**src/rtl/btb_alloc_ctrl.sv**
```systemverilog
// BTB allocation / replacement controller.
// Chooses the entry written by each branch-resolution update (hit in place,
// lowest free entry, or LFSR victim), tracks per-entry valid bits and runs a
// one-entry-per-cycle invalidate sweep on flush.
module btb_alloc_ctrl #(
    parameter int          DEPTH     = 32,
    parameter int          ADDR_W    = 5,
    parameter logic [15:0] LFSR_INIT = 16'h0001,
    parameter logic [15:0] LFSR_TAP  = 16'hB400
) (
    input  logic              clk_i,
    input  logic              rst_i,
    input  logic              upd_valid_i,
    output logic              upd_ready_o,
    input  logic              upd_hit_i,
    input  logic [ADDR_W-1:0] upd_hit_entry_i,
    input  logic              flush_i,
    output logic              flush_busy_o,
    output logic              wr_valid_o,
    output logic [ADDR_W-1:0] wr_entry_o,
    output logic              wr_alloc_o,
    output logic              wr_evict_o,
    output logic              inv_valid_o,
    output logic [ADDR_W-1:0] inv_entry_o,
    output logic [DEPTH-1:0]  valid_vec_o
);

    typedef enum logic {IDLE, FLUSH} state_t;

    state_t             state_q, state_d;
    logic [ADDR_W-1:0]  sweep_q;
    logic [DEPTH-1:0]   valid_q;
    logic [15:0]        lfsr_q;
    logic [15:0]        lfsr_step;
    logic               accept;
    logic               table_full;
    logic [ADDR_W-1:0]  free_idx;
    logic [ADDR_W-1:0]  sel_entry;
    logic               evict;

    assign upd_ready_o  = (state_q == IDLE) && !flush_i;
    assign accept       = upd_valid_i && upd_ready_o;
    assign table_full   = &valid_q;
    assign evict        = !upd_hit_i && table_full;
    assign flush_busy_o = (state_q == FLUSH);
    assign inv_valid_o  = (state_q == FLUSH);
    assign inv_entry_o  = sweep_q;
    assign valid_vec_o  = valid_q;
    assign lfsr_step    = {1'b0, lfsr_q[15:1]} ^ (lfsr_q[0] ? LFSR_TAP : 16'h0000);

    // Priority-encode the lowest-index invalid entry (descending scan, last write wins).
    always_comb begin
        free_idx = '0;
        for (int i = DEPTH - 1; i >= 0; i--) begin
            if (!valid_q[i]) free_idx = i[ADDR_W-1:0];
        end
    end

    // Entry selection: hit entry, else lowest free, else LFSR victim.
    always_comb begin
        sel_entry = upd_hit_entry_i;
        if (!upd_hit_i) sel_entry = table_full ? lfsr_q[ADDR_W-1:0] : free_idx;
    end

    // Next-state: a flush request in IDLE starts the sweep; sweep ends after the last entry.
    always_comb begin
        state_d = state_q;
        case (state_q)
            IDLE:    if (flush_i) state_d = FLUSH;
            FLUSH:   if (sweep_q == ADDR_W'(DEPTH - 1)) state_d = IDLE;
            default: state_d = IDLE;
        endcase
    end

    // State, sweep index, valid bits and LFSR.
    always_ff @(posedge clk_i or posedge rst_i) begin
        if (rst_i) begin
            state_q <= IDLE;
            sweep_q <= '0;
            valid_q <= '0;
            lfsr_q  <= LFSR_INIT;
        end else begin
            state_q <= state_d;
            if (state_q == FLUSH) begin
                // Wraps to 0 after the last entry since DEPTH == 2**ADDR_W.
                sweep_q          <= sweep_q + 1'b1;
                valid_q[sweep_q] <= 1'b0;
            end else if (accept) begin
                valid_q[sel_entry] <= 1'b1;
                if (evict) lfsr_q <= lfsr_step;
            end
        end
    end

    // Registered write strobe and attributes, one-cycle pulse per accept.
    always_ff @(posedge clk_i or posedge rst_i) begin
        if (rst_i) begin
            wr_valid_o <= 1'b0;
            wr_entry_o <= '0;
            wr_alloc_o <= 1'b0;
            wr_evict_o <= 1'b0;
        end else begin
            wr_valid_o <= accept;
            wr_entry_o <= accept ? sel_entry : '0;
            wr_alloc_o <= accept && !upd_hit_i;
            wr_evict_o <= accept && evict;
        end
    end

endmodule
```
**config.mk**
```make
export PLATFORM = sky130hd
export DESIGN_NAME = btb_alloc_ctrl
export DESIGN_NICKNAME = d
export VERILOG_FILES = /design/src/rtl/btb_alloc_ctrl.sv
export SDC_FILE = /design/constraint.sdc
export NUM_CORES = 1
export LEC_CHECK = 0
export CAP_MARGIN = 5
export CORE_MARGIN = 8
export CORE_UTILIZATION = 52
export DETAILED_ROUTE_END_ITERATION = 10
export GPL_TIMING_DRIVEN = 0
export PLACE_DENSITY = 0.79
export SLEW_MARGIN = 15
export SYNTH_ARGS = -nofsm -noshare
export SYNTH_HDL_FRONTEND = slang
export SYNTH_SLANG_ARGS = --single-unit
```
**constraint.sdc**
```tcl
create_clock -name clk_i -period 2.9 [get_ports clk_i]
set_clock_uncertainty 0.1 [all_clocks]
set_input_delay 0.29 -clock clk_i [delete_from_list [all_inputs] [get_ports clk_i]]
set_output_delay 0.29 -clock clk_i [all_outputs]
set_load 0.01 [all_outputs]
```
# Yosys cells after proc, flatten, opt, wreduce, memory -nomap -nowiden
# Cells that the tools add are included.
# W data, S select, Z words.
# op_classes
multipliers,0
addsub,1
n_shift,0
n_bitwise,5
n_eq_ne,1
reduce_logical,12
magnitude_cmp,4
div_mod_pow,0
mux,45
# op_table
cell,count
$mux W5,35
$mux W32,2
$and A32 B32 Y32,1
$not A32 Y32,1
$or A32 B32 Y32,1
$reduce_and A32 Y1,1
$mux W16,1
$xor A15 B16 Y16,1
$lt A5 B6 Y1 const B,2
$demux W1 S5,2
$ge A5 B1 Y1 const B,2
$logic_and A1 B1 Y1,7
$add A5 B1 Y5 const B,1
$eq A5 B5 Y1 const B,1
$mux W1,4
$reduce_and A3 Y1,1
$logic_not A1 Y1,2
$pmux W1 S2,1
$reduce_bool A2 Y1,1
$not A1 Y1,1
# word_totals
out_inout_bits,48
latch_bits,0
mem_count,0
register_bits,62
romBits,0
ramBits,0

# Depth between registers and ports, before layout
# Gate-level depths: netlist (run 1).
# logic_depth
ltp_word,41
ltp_mapped,9
mapped_depth_nobuf,7

# Worst setup path after synthesis (run 1)
# No wires, ideal clock.
# synth_path
path_type,register -> register
startpoint,register valid_q[29] (netlist: valid_vec_o[29])
endpoint,register lfsr_q[14]
period_less_slack_ps,2383
arrival_time_ps,2158
slack_ps,517
n_path_buf,1
stages_incl_launch_ff,6
required_ps,2675
path_cell_list,dfrtp_1 nand4_1 or4_4 nor4_2 buf_2 mux2_2
# synth_between
elab_chain_len,3
# synth_rtl
item,line,text
from (decl),32,logic [DEPTH-1:0] valid_q;
from (signal assigned),80,valid_q <= '0;
"from (signal, indexed assignment)",87,valid_q[sweep_q] <= 1'b0;
"from (signal, indexed assignment)",89,valid_q[sel_entry] <= 1'b1;
$reduce_and A32 Y1,43,assign table_full = &valid_q;
$logic_and A1 B1 Y1,44,assign evict = !upd_hit_i && table_full;
$reduce_and A3 Y1 (no source line),--,
to (signal assigned),90,if (evict) lfsr_q <= lfsr_step;
to (decl),33,logic [15:0] lfsr_q;
# Every way passes these cells.
# A chain may end at the register's enable or synchronous reset.

# Worst setup path after layout (run 1)
# layout_path
startpoint,register valid_q[30] (netlist: valid_vec_o[30])
endpoint,register lfsr_q[6]
# Same word-level chain as after synthesis.

==> summary.md, run 1 <==
| Metric | Value |
|---|---|
| Final TNS setup | `0 ps` |
| Clock Latency Late Sink | `340 ps` |
| Vias/cell | `6.16` |
| Sw frac | `a little over a third` |
| Design area | `about 0.0041 sq mm` |
| Num ports | `between 50 and 60` |
| Async S/R FF share, synth | `100%` |
| Max clock buf depth | `2` |
| Vias in the first global route | `2795` |
| TritonCTS buffer count | `9` |
| Largest net degree at the start of global routing | `63` |
| # setup viols final | `0` |
| Global route overflow | `0` |
| Hold buffers post-CTS | `0` |
| Antenna diode count | `0` |
| Leak pwr | `between 1.5 and 2 nW` |
| Max stage delay on crit path | `a little over 600 ps` |
| CTS tree | `yes` |
| Core Rows | `28` |
| Yosys reg bits | `a little over 60` |
| Clk pin slew, worst setup/hold paths | `70 ps` |
| Crit Path Class | `register to register` |
| Worst Path Arrival | `2820 ps` |
| Vias | `2870` |
| Unrepaired setup endpoints after global routing | `no` |
| Final min period | `2700 ps` |
| VDD IR max | `0.619 mV` |
| Average cell area after synthesis | `about 10 sq um` |
| Worst EP required | `3020 ps` |
| Place WS | `146 ps` |
| DIE HEIGHT | `roughly 94 um` |
| Top FF cell, synth | `dfrtp_1` |
| Final wirelength | `8.85 mm` |
| Remaining DRCs | `0` |
| Worst Path Buf+Inv | `1` |
| Pwr/cell area | `approximately 760 mW/mm^2` |
| Seq/Total Area, Yosys | `48.9%` |
| Antenna violations before repair | `0` |
| CP Capture Type | `register` |
| H-tree depth | `3` |
| PostCTS Resize Cnt | `0` |
| GRT Util Overall | `20.9%` |
| Yosys top cell by area | `dfrtp_1` |
| Port Buffers | `57` |
| Cell class contributing the biggest share of worst-path delay | `simple AND/OR/NAND/NOR gates` |
| Count leader, synth | `dfrtp_1` |
| Top-area cell type share of the netlist area | `48.1%` |
| Syn. warnings | `0` |
| Placed Area | `0.00384 sq mm` |
| Post-CTS Setup Bufs | `0` |
| Post-synth EDFFs | `0` |
| Final worst setup slack | `203 ps` |
| Die X | `94.2 um` |
| Post-synthesis cell count | `318` |
| Layout cells sized above 1 | `13.0%` |
| Final period utilization | `93.0%` |
| Total power | `3.08 mW` |
| CP cell instances | `nand4_1 -> or4_4 -> nor4_2 -> buf_2 -> mux2_2` |
| CP max-delay cell | `or4_4` |
| Nets | `401` |
| Critical Path Fanout Max | `10` |
| Final HPWL DP | `between 6 and 7 mm` |
| Max-slew violations | `0` |
| Startpoint types | `register` |
| Synth top area cells | `dfrtp_1 48%, mux2_2 4.6%, o21ai_0 4.1%, a21oi_1 3.3%, nand2_1 2.7%` |
| Drt first pass iters | `5` |
| First-pass GRT wire length | `14.3 mm` |
| Clock Sinks | `62` |
| Core box area | `0.00592 sq mm` |
| Slew headroom | `49.5%` |
| Post-Syn Nets | `~330` |
| Final hold violations | `0` |
| P_sw | `1.08 mW` |
| Gate power share | `between 30% and 40%` |
| Hold Crit Class | `input pin to asynchronous set/reset pin` |
| Synth unique cells | `60` |
| Starting Density | `a little over half` |
| Clock share of power | `28.7%` |
| Top post-synthesis cells by count | `61 x dfrtp_1, 26 x o21ai_0, 23 x nand2_1, 23 x nor2_1` |
| Sequential Power Share | `between 30% and 40%` |
| Post-route ant nets | `0` |
| Root Buffer | `clkbuf_8` |
| Die ar. | `0.00887 sq mm` |
| GPL Wtd Cong | `0.892` |
| 1st-iter DRT viols | `232` |
| Area Growth Syn to Fin | `28.4%` |
| Maximum clock rate | `0.371 GHz` |
| Internal Power | `roughly 2.0 mW` |
| Max-cap violations | `0` |
| Worst slew pin tran | `758 ps` |
| WL/cell | `19.0 um` |
| Outcome | `complete, no violations` |
| Synthesized area | `0.00318 sq mm` |
[routing by layer]
layer	up-vias	track usage (%)	share of wire [%]
met2	142	34.1	48
met4	0	8.32	2.0
met5	-	0	0
met3	21	4.32	7.8
li1	1298	-	-
met1	1409	26.2	42
[state kept, by name, indices dropped and copies added, names as in the netlist]
register,count
valid_vec_o,32
lfsr_q,16
inv_entry_o,5
wr_entry_o,5
flush_busy_o,1
wr_alloc_o,1
wr_evict_o,1
wr_valid_o,1
[per-stage QoR]
step	hold WS [ps]	cells	util (%)
2_1_floorplan	344	318	-
3_3_place_gp	358	450	64.9
3_5_place_dp	381	450	64.9
4_1_cts	359	466	68.9
5_1_grt	418	466	68.9
6_report	316	466	68.9
[final timing paths]
| path | slack (ps) | depth (start not counted) | start | endpoint |
|---|---|---|---|---|
| hold reg to reg | 390 | 2 | lfsr_q[10]$_DFFE_PP0P_ | lfsr_q[10]$_DFFE_PP0P_ |
| setup / recovery | 200 | 5 | valid_vec_o[30]$_DFFE_PP0P_ | lfsr_q[6]$_DFFE_PP0P_ |
| hold / removal | 320 | 2 | rst_i | lfsr_q[12]$_DFFE_PP0P_ |
| min in group clk_i | 390 | 2 | lfsr_q[10]$_DFFE_PP0P_ | lfsr_q[10]$_DFFE_PP0P_ |
| setup reg to reg | 200 | 5 | valid_vec_o[30]$_DFFE_PP0P_ | lfsr_q[6]$_DFFE_PP0P_ |
| max in group asynchronous | 1850 | 2 | rst_i | inv_entry_o[1]$_DFFE_PP0P_ |
[power by group through the flow]
stage	Clock, mW	Combinational [mW]	Sequential, mW
final	0.883	0.986	1.21
after global routing	0.931	1.07	1.23
after CTS	0.892	0.982	1.20
after detailed placement	0	0.973	1.22
after global placement	0	0.955	1.21
after floorplan	0	0.459	1.22
[layout make-up]
class | instances | area [sq um]
Fill cell | 473 | 1840
Sequential cell | 62 | 1550
Multi-Input combinational cell | 223 | 1460
Timing Repair Buffer | 57 | 571
Clock buffer | 13 | 169
Tap cell | 75 | 93.8
Buffer | 12 | 81.3
Inverter | 21 | 81.3
Clock inverter | 3 | 65.1
[cell usage in the layout (no fill, tap or decap), drive strengths merged, types with 4 or more instances in the layout]
cell type	netlist	routed
clkbuf	4	17
a211oi	5	5
buf	8	8
nand2b	7	7
dfrtp	61	61
nand2	23	23
and3	4	4
ha	5	5
o22ai	13	13
nand4	9	9
nor2	23	23
and2	4	4
xnor2	5	5
clkdlybuf4s50	0	57
o21ai	29	29
mux2	13	13
a31oi	7	7
a21oi	22	22
nand3	5	5
and4	5	5
inv	21	21
[kinds of logic (layout without fill, tap and decap cells)]
logic type / count (synthesis) / count (layout) / synth area share (%)
muxes: 13 / 13 / 4.61
and+or+nand+nor: 101 / 101 / 17.8
adders and majority gates: 5 / 5 / 1.97
buffers and inverters: 33 / 106 / 5.04
AOI/OAI and AO/OA: 98 / 98 / 20.0
DFF: 62 / 62 / 48.9
xor gates and xnor gates: 6 / 6 / 1.65
Note: power is estimated with default switching activity, not from simulation.
==> inputs of run 2 (changes only) <==
- TNS_END_PERCENT: not set -> 5
==> results of run 2 <==
Final layout, timing and power as in run 1 (identical DEF).
==> inputs of run 3 (changes only) <==
- GPL_TIMING_DRIVEN: 0 -> not set
==> run 3 against run 2 <==
Against the previous run: die area is the same; critical endpoint is now valid_vec_o[15]$_DFFE_PP0P_; register-to-register slack better by 40 ps; sequential share of layout area up 1.1 points; clock-buffer cell count fell by 3; critical path type unchanged.
==> summary.md, run 3 (synthesis gave the netlist of run 1 again) <==
| Metric | Value |
|---|---|
| Outcome | `complete, no violations` |
| Die ar. | `0.00887 sq mm` |
| Largest net degree at the start of global routing | `28` |
| CTS tree | `yes` |
| Fin util | `67.0%` |
| 1st-iter DRT viols | `278` |
| Final TNS setup | `0 ps` |
| Leak pwr | `1.61 nW` |
| TritonCTS buffer count | `9` |
| Crit Path Class | `register to register` |
| Grt met3 use | `5.84%` |
| Post-CTS Setup Bufs | `0` |
| Nets | `just under 400` |
| Worst EP required | `3090 ps` |
| Max clock buf depth | `2` |
| Final HPWL DP | `6.18 mm` |
| Unrepaired setup endpoints after global routing | `no` |
| Final hold violations | `0` |
| H-tree depth | `3` |
| # setup viols final | `0` |
| Post-route ant nets | `0` |
| Vias in the first global route | `2742` |
| Antenna diode count | `0` |
| M1 GR Usage | `between 20% and 30%` |
| Clock Latency Late Sink | `340 ps` |
| Flop2flop setup slack | `240 ps` |
| Core Rows | `28` |
| GRT Util Overall | `20.5%` |
| Reg2reg end | `valid_vec_o[15]$_DFFE_PP0P_` |
| Worst Path Buf+Inv | `0` |
| CP max-delay cell | `or4_4` |
| Largest register FFs | `32` |
| Met2 Resource Use GR | `29.9%` |
| Vias | `2783` |
| CP cell instances | `nand4_1 -> or4_4 -> o211ai_1 -> nand4_1 -> nand2b_1 -> nor3_1 -> o22a_1` |
| Final min period | `2660 ps` |
| Global route overflow | `0` |
| Starting Density | `53.7%` |
| Cell class contributing the biggest share of worst-path delay | `simple AND/OR/NAND/NOR gates` |
| FF-to-FF path depth | `7` |
| Busiest grt layer | `met2` |
| Core box area | `roughly 0.0059 sq mm` |
| Antenna violations before repair | `0` |
| CP Capture Type | `register` |
| DIE HEIGHT | `94.2 um` |
| WL/cell | `around 19 um` |
| Worst slew pin tran | `~560 ps` |
| Final wirelength | `8.52 mm` |
| Area Growth Syn to Fin | `24.8%` |
| Drt first pass iters | `5` |
| Layout cells sized above 1 | `12.8%` |
| Vias/cell | `6.08` |
| Remaining DRCs | `0` |
| Most used cell, CP | `nand4_1` |
| Critical path depth in cells | `7` |
| Worst Path Arrival | `2840 ps` |
| First-pass GRT wire length | `about 14 mm` |
| Hold buffers post-CTS | `0` |
| VDD IR max | `0.636 mV` |
| Slew headroom | `62.9%` |
| Most frequent cells in the layout | `61 x dfrtp_1, 57 x clkdlybuf4s50_1, 26 x o21ai_0, 23 x nor2_1, 23 x nand2_1` |
| Clock Sinks | `62` |
| Max-cap violations | `0` |
| GPL Wtd Cong | `0.930` |
| Critical Path Fanout Max | `7` |
| PostCTS Resize Cnt | `0` |
| Root Buffer | `clkbuf_8` |
| Final period utilization | `about nine tenths` |
| Maximum clock rate | `between 0.3 and 0.4 GHz` |
| Startpoint types | `register` |
| Port Buffers | `57` |
| Clk pin slew, worst setup/hold paths | `70 ps` |
| Max-slew violations | `0` |
| Die X | `94.2 um` |
| Most common cell after layout, fill and taps aside | `dfrtp_1` |
| Max stage delay on crit path | `620 ps` |
| Num ports | `slightly below 60` |
| Fill count | `479` |
| Hold Crit Class | `input pin to asynchronous set/reset pin` |
| Launching point of the worst reg2reg path | `valid_vec_o[25]$_DFFE_PP0P_` |
| Pwr/cell area | `714 mW/mm^2` |
run 3: report_power, final:
| group | internal (mW) | switching [mW] |
|---|---|---|
| combinational | 0.424 | 0.471 |
| clock | 0.328 | 0.344 |
| sequential | 0.998 | 0.268 |
run 3: metrics by stage:
stage	power [mW]	instance area, sq um	setup slack, ps	instances	hold slack, ps
2_1_floorplan	1.68	3180	517	318	344
3_5_place_dp	2.16	3790	169	442	379
4_1_cts	2.84	3970	291	458	235
6_report	2.83	3970	241	458	218
5_1_grt	3.01	3970	95.6	458	277
3_3_place_gp	2.15	3790	282	442	371
run 3: layout make-up:
| type | count | area (sq um) | share of cell area [%] |
|---|---|---|---|
| Timing Repair Buffer | 61 | 601 | 15.1 |
| Inverter | 21 | 78.8 | 1.99 |
| Clock buffer | 10 | 138 | 3.47 |
| Clock inverter | 6 | 37.5 | 0.947 |
| Sequential cell | 62 | 1550 | 39.2 |
| Multi-Input combinational cell | 223 | 1460 | 36.9 |
| Tap cell | 75 | 93.8 | 2.37 |
run 3: worst max-delay path by stage:
stage / start / end / slack [ps]
floorplan: valid_vec_o[29]$_DFFE_PP0P_ / lfsr_q[14]$_DFFE_PP0P_ / 520
global placement: upd_hit_i / valid_vec_o[15]$_DFFE_PP0P_ / 280
detailed placement: upd_hit_i / valid_vec_o[15]$_DFFE_PP0P_ / 170
CTS: valid_vec_o[25]$_DFFE_PP0P_ / valid_vec_o[5]$_DFFE_PP0P_ / 290
global route: valid_vec_o[25]$_DFFE_PP0P_ / valid_vec_o[6]$_DFFE_PP0P_ / 100
finish: valid_vec_o[25]$_DFFE_PP0P_ / valid_vec_o[15]$_DFFE_PP0P_ / 240
run 3: layer usage:
layer,routed length (um),up-vias,share of wire [%]
met5,0,-,0
met4,196,0,2.3
met3,862,22,10
met2,3910,158,46
met1,3550,1308,42
li1,-,1295,-
